[src/rtl/mem_scan_ctrl_pkg.sv]
// Shared types for the memory sweep engine.
//   scan_mode_t  : sweep flavour (read, fill, fill then verify)
//   scan_state_t : controller states
//   fill_word    : fill data for an address; callers truncate or zero-extend
//                  to their own widths through the FILL_MAX_W-bit form.
package scan_pkg;
  localparam int FILL_MAX_W = 64;

  typedef enum logic [1:0] {
    READ_SWEEP  = 2'b00,
    FILL        = 2'b01,
    FILL_VERIFY = 2'b10
  } scan_mode_t;

  typedef enum logic [2:0] {IDLE, WRITE, READ, DRAIN, DONE} scan_state_t;

  function automatic logic [FILL_MAX_W-1:0] fill_word(input logic [FILL_MAX_W-1:0] addr,
                                                       input logic [FILL_MAX_W-1:0] pattern);
    return addr ^ pattern;
  endfunction
endpackage

[src/rtl/mem_scan_ctrl_if.sv]
// Control, memory and result signals of mem_scan_ctrl.
//   master : the scan engine (drives memory strobes and results)
//   slave  : control logic plus memory (drives start/config and rdata)
interface mem_scan_ctrl_if #(
  parameter int ADDR_W = 32,
  parameter int DATA_W = 32,
  parameter int CNT_W  = 16
);
  logic              start;
  logic [1:0]        mode;
  logic [ADDR_W-1:0] base_addr;
  logic [ADDR_W-1:0] last_addr;
  logic [DATA_W-1:0] pattern;
  logic [ADDR_W-1:0] raddress;
  logic [ADDR_W-1:0] waddress;
  logic [DATA_W-1:0] wdata;
  logic              wr;
  logic [DATA_W-1:0] rdata;
  logic              scan_valid;
  logic [ADDR_W-1:0] scan_addr;
  logic [DATA_W-1:0] scan_data;
  logic              busy;
  logic              done;
  logic              error;
  logic [ADDR_W-1:0] err_addr;
  logic [CNT_W-1:0]  err_count;

  modport master (
    input  start, mode, base_addr, last_addr, pattern, rdata,
    output raddress, waddress, wdata, wr, scan_valid, scan_addr, scan_data,
           busy, done, error, err_addr, err_count
  );

  modport slave (
    output start, mode, base_addr, last_addr, pattern, rdata,
    input  raddress, waddress, wdata, wr, scan_valid, scan_addr, scan_data,
           busy, done, error, err_addr, err_count
  );
endinterface

[src/rtl/mem_scan_ctrl_delay_line.sv]
// scan_delay_line: tracks reads in flight so each returning rdata word can be
// paired with the address that requested it.
//   clock, reset : clock, async active-high reset (clears valid bits only)
//   in_vld/in_addr   : read issued this cycle
//   out_vld/out_addr : read issued STAGES cycles ago, aligned with rdata
module scan_delay_line #(
  parameter int ADDR_W = 32,
  parameter int STAGES = 1
) (
  input  logic              clock,
  input  logic              reset,
  input  logic              in_vld,
  input  logic [ADDR_W-1:0] in_addr,
  output logic              out_vld,
  output logic [ADDR_W-1:0] out_addr
);
  logic [STAGES:1]             vld_pipe;
  logic [STAGES:1][ADDR_W-1:0] addr_pipe;

  always_ff @(posedge clock or posedge reset) begin
    if (reset) vld_pipe <= '0;
    else begin
      vld_pipe[1] <= in_vld;
      for (int i = 2; i <= STAGES; i++) vld_pipe[i] <= vld_pipe[i-1];
    end
  end

  // Address payload needs no reset: it is only looked at under a valid bit.
  always_ff @(posedge clock) begin
    addr_pipe[1] <= in_addr;
    for (int i = 2; i <= STAGES; i++) addr_pipe[i] <= addr_pipe[i-1];
  end

  assign out_vld  = vld_pipe[STAGES];
  assign out_addr = addr_pipe[STAGES];
endmodule

[src/rtl/mem_scan_ctrl.sv]
// mem_scan_ctrl: walks base..last (inclusive) with a fixed byte STRIDE over a
// single-port-write, registered-read memory. Reads the range out, fills it
// with addr^pattern, or fills and then verifies it, counting mismatches.
//   clock, reset : clock, async active-high reset
//   bus (master) : start/mode/base_addr/last_addr/pattern config, memory
//                  strobes (raddress, waddress, wdata, wr, rdata), read-sweep
//                  stream (scan_valid/addr/data), status (busy, done, error,
//                  err_addr, err_count)
module mem_scan_ctrl
  import scan_pkg::*;
#(
  parameter int ADDR_W      = 32,
  parameter int DATA_W      = 32,
  parameter int STRIDE      = 4,
  parameter int MEM_LATENCY = 1,
  parameter int CNT_W       = 16
) (
  input logic           clock,
  input logic           reset,
  mem_scan_ctrl_if.master bus
);
  localparam int LAT_W = (MEM_LATENCY > 1) ? $clog2(MEM_LATENCY) : 1;

  scan_state_t       state, state_nxt;
  scan_mode_t        mode_q;
  logic [ADDR_W-1:0] addr_q, base_q, last_q;
  logic [DATA_W-1:0] pat_q;
  logic [LAT_W-1:0]  drain_q;
  logic [ADDR_W:0]   addr_inc;
  logic              at_last, accept, rd_issue;
  logic              dl_vld, scan_vld, mismatch;
  logic [ADDR_W-1:0] dl_addr;
  logic              error_q;
  logic [ADDR_W-1:0] err_addr_q;
  logic [CNT_W-1:0]  err_cnt_q;

  function automatic logic [DATA_W-1:0] fill_of(input logic [ADDR_W-1:0] a,
                                                 input logic [DATA_W-1:0] p);
    return DATA_W'(fill_word(FILL_MAX_W'(a), FILL_MAX_W'(p)));
  endfunction

  // One extra bit so stepping past the top of the address space ends the
  // range instead of wrapping back to 0.
  assign addr_inc = {1'b0, addr_q} + (ADDR_W+1)'(STRIDE);
  assign at_last  = addr_inc > {1'b0, last_q};
  assign accept   = (state == IDLE) && bus.start;

  always_ff @(posedge clock or posedge reset) begin
    if (reset) state <= IDLE;
    else       state <= state_nxt;
  end

  always_comb begin
    state_nxt    = state;
    bus.wr       = 1'b0;
    bus.waddress = '0;
    bus.wdata    = '0;
    bus.raddress = '0;
    rd_issue     = 1'b0;
    unique case (state)
      IDLE: if (bus.start) begin
        if (bus.last_addr < bus.base_addr)                      state_nxt = DONE;
        else if (bus.mode == FILL || bus.mode == FILL_VERIFY)   state_nxt = WRITE;
        else                                                    state_nxt = READ;
      end
      WRITE: begin
        bus.wr       = 1'b1;
        bus.waddress = addr_q;
        bus.wdata    = fill_of(addr_q, pat_q);
        if (at_last) state_nxt = (mode_q == FILL_VERIFY) ? READ : DONE;
      end
      READ: begin
        bus.raddress = addr_q;
        rd_issue     = 1'b1;
        if (at_last) state_nxt = DRAIN;
      end
      DRAIN: if (drain_q == '0) state_nxt = DONE;
      DONE:  state_nxt = IDLE;
      default: state_nxt = IDLE;
    endcase
  end

  always_ff @(posedge clock or posedge reset) begin
    if (reset) begin
      addr_q     <= '0;
      base_q     <= '0;
      last_q     <= '0;
      pat_q      <= '0;
      mode_q     <= READ_SWEEP;
      drain_q    <= '0;
      error_q    <= 1'b0;
      err_addr_q <= '0;
      err_cnt_q  <= '0;
    end else if (accept) begin
      addr_q     <= bus.base_addr;
      base_q     <= bus.base_addr;
      last_q     <= bus.last_addr;
      pat_q      <= bus.pattern;
      mode_q     <= (bus.mode == 2'b11) ? READ_SWEEP : scan_mode_t'(bus.mode);
      error_q    <= 1'b0;
      err_addr_q <= '0;
      err_cnt_q  <= '0;
    end else begin
      // Fill+verify rewinds to base so the read pass starts right after the last write.
      if (state == WRITE && at_last) addr_q <= base_q;
      else if (state == WRITE || state == READ) addr_q <= addr_inc[ADDR_W-1:0];

      if (state == READ)       drain_q <= LAT_W'(MEM_LATENCY - 1);
      else if (state == DRAIN) drain_q <= drain_q - LAT_W'(1);

      if (dl_vld && mode_q == FILL_VERIFY && mismatch) begin
        error_q <= 1'b1;
        if (!error_q)        err_addr_q <= dl_addr;
        if (err_cnt_q != '1) err_cnt_q  <= err_cnt_q + CNT_W'(1);
      end
    end
  end

  scan_delay_line #(.ADDR_W(ADDR_W), .STAGES(MEM_LATENCY)) u_dly (
    .clock    (clock),
    .reset    (reset),
    .in_vld   (rd_issue),
    .in_addr  (addr_q),
    .out_vld  (dl_vld),
    .out_addr (dl_addr)
  );

  assign mismatch       = bus.rdata != fill_of(dl_addr, pat_q);
  assign scan_vld       = dl_vld && (mode_q == READ_SWEEP);
  assign bus.scan_valid = scan_vld;
  assign bus.scan_addr  = scan_vld ? dl_addr : '0;
  assign bus.scan_data  = scan_vld ? bus.rdata : '0;
  assign bus.busy       = state != IDLE;
  assign bus.done       = state == DONE;
  assign bus.error      = error_q;
  assign bus.err_addr   = err_addr_q;
  assign bus.err_count  = err_cnt_q;
endmodule

[src/flat_wrapper.sv]
// flat-port wrapper written by rule: the top's interface ports become plain ports
module mem_scan_ctrl_flat import scan_pkg::*;
#(
  parameter int ADDR_W      = 32,
  parameter int DATA_W      = 32,
  parameter int STRIDE      = 4,
  parameter int MEM_LATENCY = 1,
  parameter int CNT_W       = 16
)
  (clock, reset, bus_start, bus_mode, bus_base_addr, bus_last_addr, bus_pattern, bus_rdata, bus_raddress, bus_waddress, bus_wdata, bus_wr, bus_scan_valid, bus_scan_addr, bus_scan_data, bus_busy, bus_done, bus_error, bus_err_addr, bus_err_count);
  mem_scan_ctrl_if #(.ADDR_W(ADDR_W), .DATA_W(DATA_W), .CNT_W(CNT_W)) bus_i ();
  input logic clock;
  input logic reset;
  input wire logic [$bits(bus_i.start)-1:0] bus_start;
  input wire logic [$bits(bus_i.mode)-1:0] bus_mode;
  input wire logic [$bits(bus_i.base_addr)-1:0] bus_base_addr;
  input wire logic [$bits(bus_i.last_addr)-1:0] bus_last_addr;
  input wire logic [$bits(bus_i.pattern)-1:0] bus_pattern;
  input wire logic [$bits(bus_i.rdata)-1:0] bus_rdata;
  output wire logic [$bits(bus_i.raddress)-1:0] bus_raddress;
  output wire logic [$bits(bus_i.waddress)-1:0] bus_waddress;
  output wire logic [$bits(bus_i.wdata)-1:0] bus_wdata;
  output wire logic [$bits(bus_i.wr)-1:0] bus_wr;
  output wire logic [$bits(bus_i.scan_valid)-1:0] bus_scan_valid;
  output wire logic [$bits(bus_i.scan_addr)-1:0] bus_scan_addr;
  output wire logic [$bits(bus_i.scan_data)-1:0] bus_scan_data;
  output wire logic [$bits(bus_i.busy)-1:0] bus_busy;
  output wire logic [$bits(bus_i.done)-1:0] bus_done;
  output wire logic [$bits(bus_i.error)-1:0] bus_error;
  output wire logic [$bits(bus_i.err_addr)-1:0] bus_err_addr;
  output wire logic [$bits(bus_i.err_count)-1:0] bus_err_count;
  assign bus_i.start = bus_start;
  assign bus_i.mode = bus_mode;
  assign bus_i.base_addr = bus_base_addr;
  assign bus_i.last_addr = bus_last_addr;
  assign bus_i.pattern = bus_pattern;
  assign bus_i.rdata = bus_rdata;
  assign bus_raddress = bus_i.raddress;
  assign bus_waddress = bus_i.waddress;
  assign bus_wdata = bus_i.wdata;
  assign bus_wr = bus_i.wr;
  assign bus_scan_valid = bus_i.scan_valid;
  assign bus_scan_addr = bus_i.scan_addr;
  assign bus_scan_data = bus_i.scan_data;
  assign bus_busy = bus_i.busy;
  assign bus_done = bus_i.done;
  assign bus_error = bus_i.error;
  assign bus_err_addr = bus_i.err_addr;
  assign bus_err_count = bus_i.err_count;
  mem_scan_ctrl #(.ADDR_W(ADDR_W), .DATA_W(DATA_W), .STRIDE(STRIDE), .MEM_LATENCY(MEM_LATENCY), .CNT_W(CNT_W)) u_core (.clock(clock), .reset(reset), .bus(bus_i));
endmodule
[config.mk]
export PLATFORM = sky130hd
export DESIGN_NAME = mem_scan_ctrl_flat
export DESIGN_NICKNAME = d
export VERILOG_FILES = /design/src/rtl/mem_scan_ctrl_pkg.sv /design/src/rtl/mem_scan_ctrl_if.sv /design/src/rtl/mem_scan_ctrl_delay_line.sv /design/src/rtl/mem_scan_ctrl.sv /design/src/flat_wrapper.sv
export SDC_FILE = /design/constraint.sdc
export NUM_CORES = 1
export LEC_CHECK = 0
export ABC_AREA = 1
export CAP_MARGIN = 20
export CORE_AREA = 2 2 177 179
export DETAILED_ROUTE_END_ITERATION = 12
export DIE_AREA = 0 0 179 181
export DONT_BUFFER_PORTS = 1
export PLACE_DENSITY = 0.59
export SYNTH_ARGS = -nofsm -noshare
export SYNTH_HDL_FRONTEND = slang
export SYNTH_SLANG_ARGS = --single-unit
export TNS_END_PERCENT = 1
[constraint.sdc]
create_clock -name clock -period 16.5 [get_ports clock]
set_input_delay 3.3 -clock clock [delete_from_list [all_inputs] [get_ports clock]]
set_output_delay 3.3 -clock clock [all_outputs]
set_load 0.005 [all_outputs]
==> flow_metrics.tcl <==
set metrics [dict create \
    status "finished, final reports clean" \
    crit_path_cell_trace "inv_1 -> nor2_1" \
    leakagePower_uw 0.007612 \
    timing.critical_path.to_type "primary output" \
    post-synth-top-area-fraction 0.3465 \
    critical-path-slowest-cell "sky130_fd_sc_hd__nor2_1" \
    synth.largest_area_cell "sky130_fd_sc_hd__dfrtp_1" \
    mappedNetlistArea_um2 13290 \
    globalRouteOverflowTotal 0 \
    maximum_number_of_pins_on_one_net_before_global_route_repair 111 \
    diodes 0 \
    grt_pass1_wl_mm 63.47 \
    detail_route.drc_violations 0 \
    postSynthCellCount 1853 \
    cp.buffers_inverters 1 \
    hold_violations_final 0 \
    synth_edf_count 0 \
    via_count_of_the_first_global_routing_pass 10972 \
    max_slew_margin_vs_limit 0.3620 \
    critPathCapture "bus_scan_data[18]" \
    timing.critical_path.required_ns 13.20 \
    cts.clk_slew.worst_paths_ns 0.06 \
    cts-htree-levels 1 \
    critPathMaxStageDelay_ns 0.22 \
    peakVddDrop_mv 0.07347 \
    worstRegToRegCells 22 \
    hold_path.class "reg2reg" \
    min_period_ns 6.837 \
    dp.final_hpwl_mm 31.43 \
    routed_via_density 5.159 \
    final_common_cell "sky130_fd_sc_hd__nand2_1" \
    tritoncts.num_buffers 25 \
    floorplan.die.height_um 181 \
    io_buffer_count 0 \
    synth.lib_cells_used.distinct 40 \
    die_area_um2 32400 \
    tritoncts "yes" \
    final_weighted_congestion_in_routability_driven_placement 0.8944 \
    drv_cap 0 \
    cp-startpoint "bus_rdata[18]" \
    worstSetupStartpointType "input pin" \
    synth_seq_area_share 0.3947 \
    synth_top_flop_cell "sky130_fd_sc_hd__dfrtp_1" \
    critPathTopFamily "simple AND/OR/NAND/NOR gates" \
    post-route-util 0.4746 \
    cts_max_path_buffers 3 \
    critical_path_depth 2 \
    clock-skew-final_ns 0.01103 \
    wirelength_mm 42.02 \
    syn2layout_area_growth_pct 8.390 \
    drt_first_pass_iters 5 \
    finish.net_count 2013 \
    antenna_found_initial 0 \
    slew_viol_final 0 \
    clock-sinks 216 \
    setup.worst_path.class "in2out" \
    routed_wire_length_per_instance_um 18.87 \
    core-area_um2 30350 \
    rr_endpoint "u_core.addr_q[0]" \
    cts-hold-fix-buffers 0 \
    timing.fmax_ghz 0.1463 \
    synth_area_leaders "sky130_fd_sc_hd__dfrtp_1, sky130_fd_sc_hd__nand2_1, sky130_fd_sc_hd__nor2_1" \
    grt_setup_unrepaired "no" \
    timing.setup.tns_ns 0 \
    post-route-period-util 0.4144 \
    initial_core_utilization 0.4378 \
    worst_pin_slew_ns 0.9571 \
    arrival_time_of_data_at_the_critical_path_endpoint_ns 3.54 \
    dieWidth_um 179 \
    drtIter0Drc 649 \
    drtAntennaViolNets 0 \
    cts.repair_timing.setup_buffer_count 0 \
    clock-root-buffer "sky130_fd_sc_hd__clkbuf_16" \
    synthesis.area_per_instance_um2 7.171 \
    io_pins 346 \
    power_density_nw_per_um2 196.5 \
    clock_latency_ns 0.53 \
    layout_common_cells "sky130_fd_sc_hd__nand2_1, sky130_fd_sc_hd__nor2_1, sky130_fd_sc_hd__inv_1" \
    syn_nets 2053 \
    reg2reg_from "u_core.addr_q[2]" \
    r2r_setup_slack_ns 11.68 \
    track_usage 0.2538 \
    ys_seq_elements 216 \
    timing.final.setup_violations 0 \
    resize_count_post_cts 0 \
    layout-drive-gt1-share 0.04096 \
    vias 11488 \
    floorplan.rows 64 \
    crit_fanout 2 \
    async_reset_ff_frac 0.8519 \
    yosysWarnings 0 \
]
[synthesized netlist by cell type, types with 4 or more instances]
library cell / number
sky130_fd_sc_hd__a21oi_1: 57
sky130_fd_sc_hd__buf_1: 4
sky130_fd_sc_hd__buf_2: 21
sky130_fd_sc_hd__clkbuf_1: 47
sky130_fd_sc_hd__dfrtp_1: 184
sky130_fd_sc_hd__dfxtp_1: 32
sky130_fd_sc_hd__ha_1: 67
sky130_fd_sc_hd__inv_1: 264
sky130_fd_sc_hd__inv_2: 5
sky130_fd_sc_hd__nand2_1: 455
sky130_fd_sc_hd__nand3_1: 98
sky130_fd_sc_hd__nand4_1: 36
sky130_fd_sc_hd__nor2_1: 324
sky130_fd_sc_hd__nor3_1: 16
sky130_fd_sc_hd__nor4_1: 5
sky130_fd_sc_hd__o21ai_0: 50
sky130_fd_sc_hd__o21bai_1: 25
sky130_fd_sc_hd__xnor2_1: 65
sky130_fd_sc_hd__xor2_1: 62
[power by group]
part	internal [uW]	switching, uW
Sequential	748	250
Combinational	427	837
Clock	342	226
[state kept, by name, indices dropped and copies added (netlist names)]
signal                 cells
u_core.mode_q              2
u_core.bus.error           1
u_core.state               3
u_core.u_dly.out_vld       1
u_core.base_q             32
u_core.addr_q             32
u_core.drain_q             1
u_core.bus.err_addr       32
u_core.bus.err_count      16
u_core.pat_q              32
u_core.u_dly.out_addr     32
u_core.last_q             32
[per-layer routing]
layer / wire, um / share of wire / vias up / track usage
li1: - / - / 5617 / -
met1: 18480 / 0.44 / 5389 / 0.3452
met2: 19100 / 0.45 / 426 / 0.4085
met3: 3335 / 0.079 / 56 / 0.05093
met4: 1102 / 0.026 / 0 / 0.07154
met5: 0 / 0 / - / 0
[cell families after synthesis]
logic type | synth area share
xor+xnor | 0.08371
compound gates | 0.06064
buf+inv | 0.1023
flops | 0.3947
simple gates | 0.2956
fa+ha+maj | 0.06309
[cell type report]
cell class | instances | area (um2)
Fill cell | 3128 | 15950
Sequential cell | 216 | 5245
Inverter | 270 | 1023
Tap cell | 396 | 495.5
Multi-Input combinational cell | 1289 | 6699
Clock inverter | 6 | 88.84
Timing Repair Buffer | 11 | 102.6
Clock buffer | 39 | 748.2
[worst min path at each step]
stage | cells past startpoint | from | end
2_1_floorplan | 0 | u_core.addr_q[18] | u_core.u_dly.out_addr[18]
3_3_place_gp | 0 | u_core.addr_q[0] | u_core.u_dly.out_addr[0]
3_5_place_dp | 0 | u_core.addr_q[0] | u_core.u_dly.out_addr[0]
4_1_cts | 2 | u_core.u_dly.out_addr[6] | u_core.bus.err_addr[6]
5_1_grt | 0 | u_core.addr_q[0] | u_core.u_dly.out_addr[0]
6_report | 2 | u_core.u_dly.out_addr[6] | u_core.bus.err_addr[6]
[through the flow]
step | total power (uW) | cell area (um2) | setup WS, ns | hold WS (ns) | instances
after global routing | 3076 | 14400 | 9.641 | 0.4868 | 2227
after CTS | 2850 | 14380 | 9.670 | 0.4726 | 2226
after global placement | 2246 | 13540 | 9.669 | 0.4401 | 2181
after detailed placement | 2269 | 13540 | 9.672 | 0.4519 | 2181
after floorplan | 1871 | 13290 | 8.200 | 0.3422 | 1853
final | 2830 | 14400 | 9.663 | 0.4721 | 2227
Note: power is estimated with default switching activity, not from simulation.
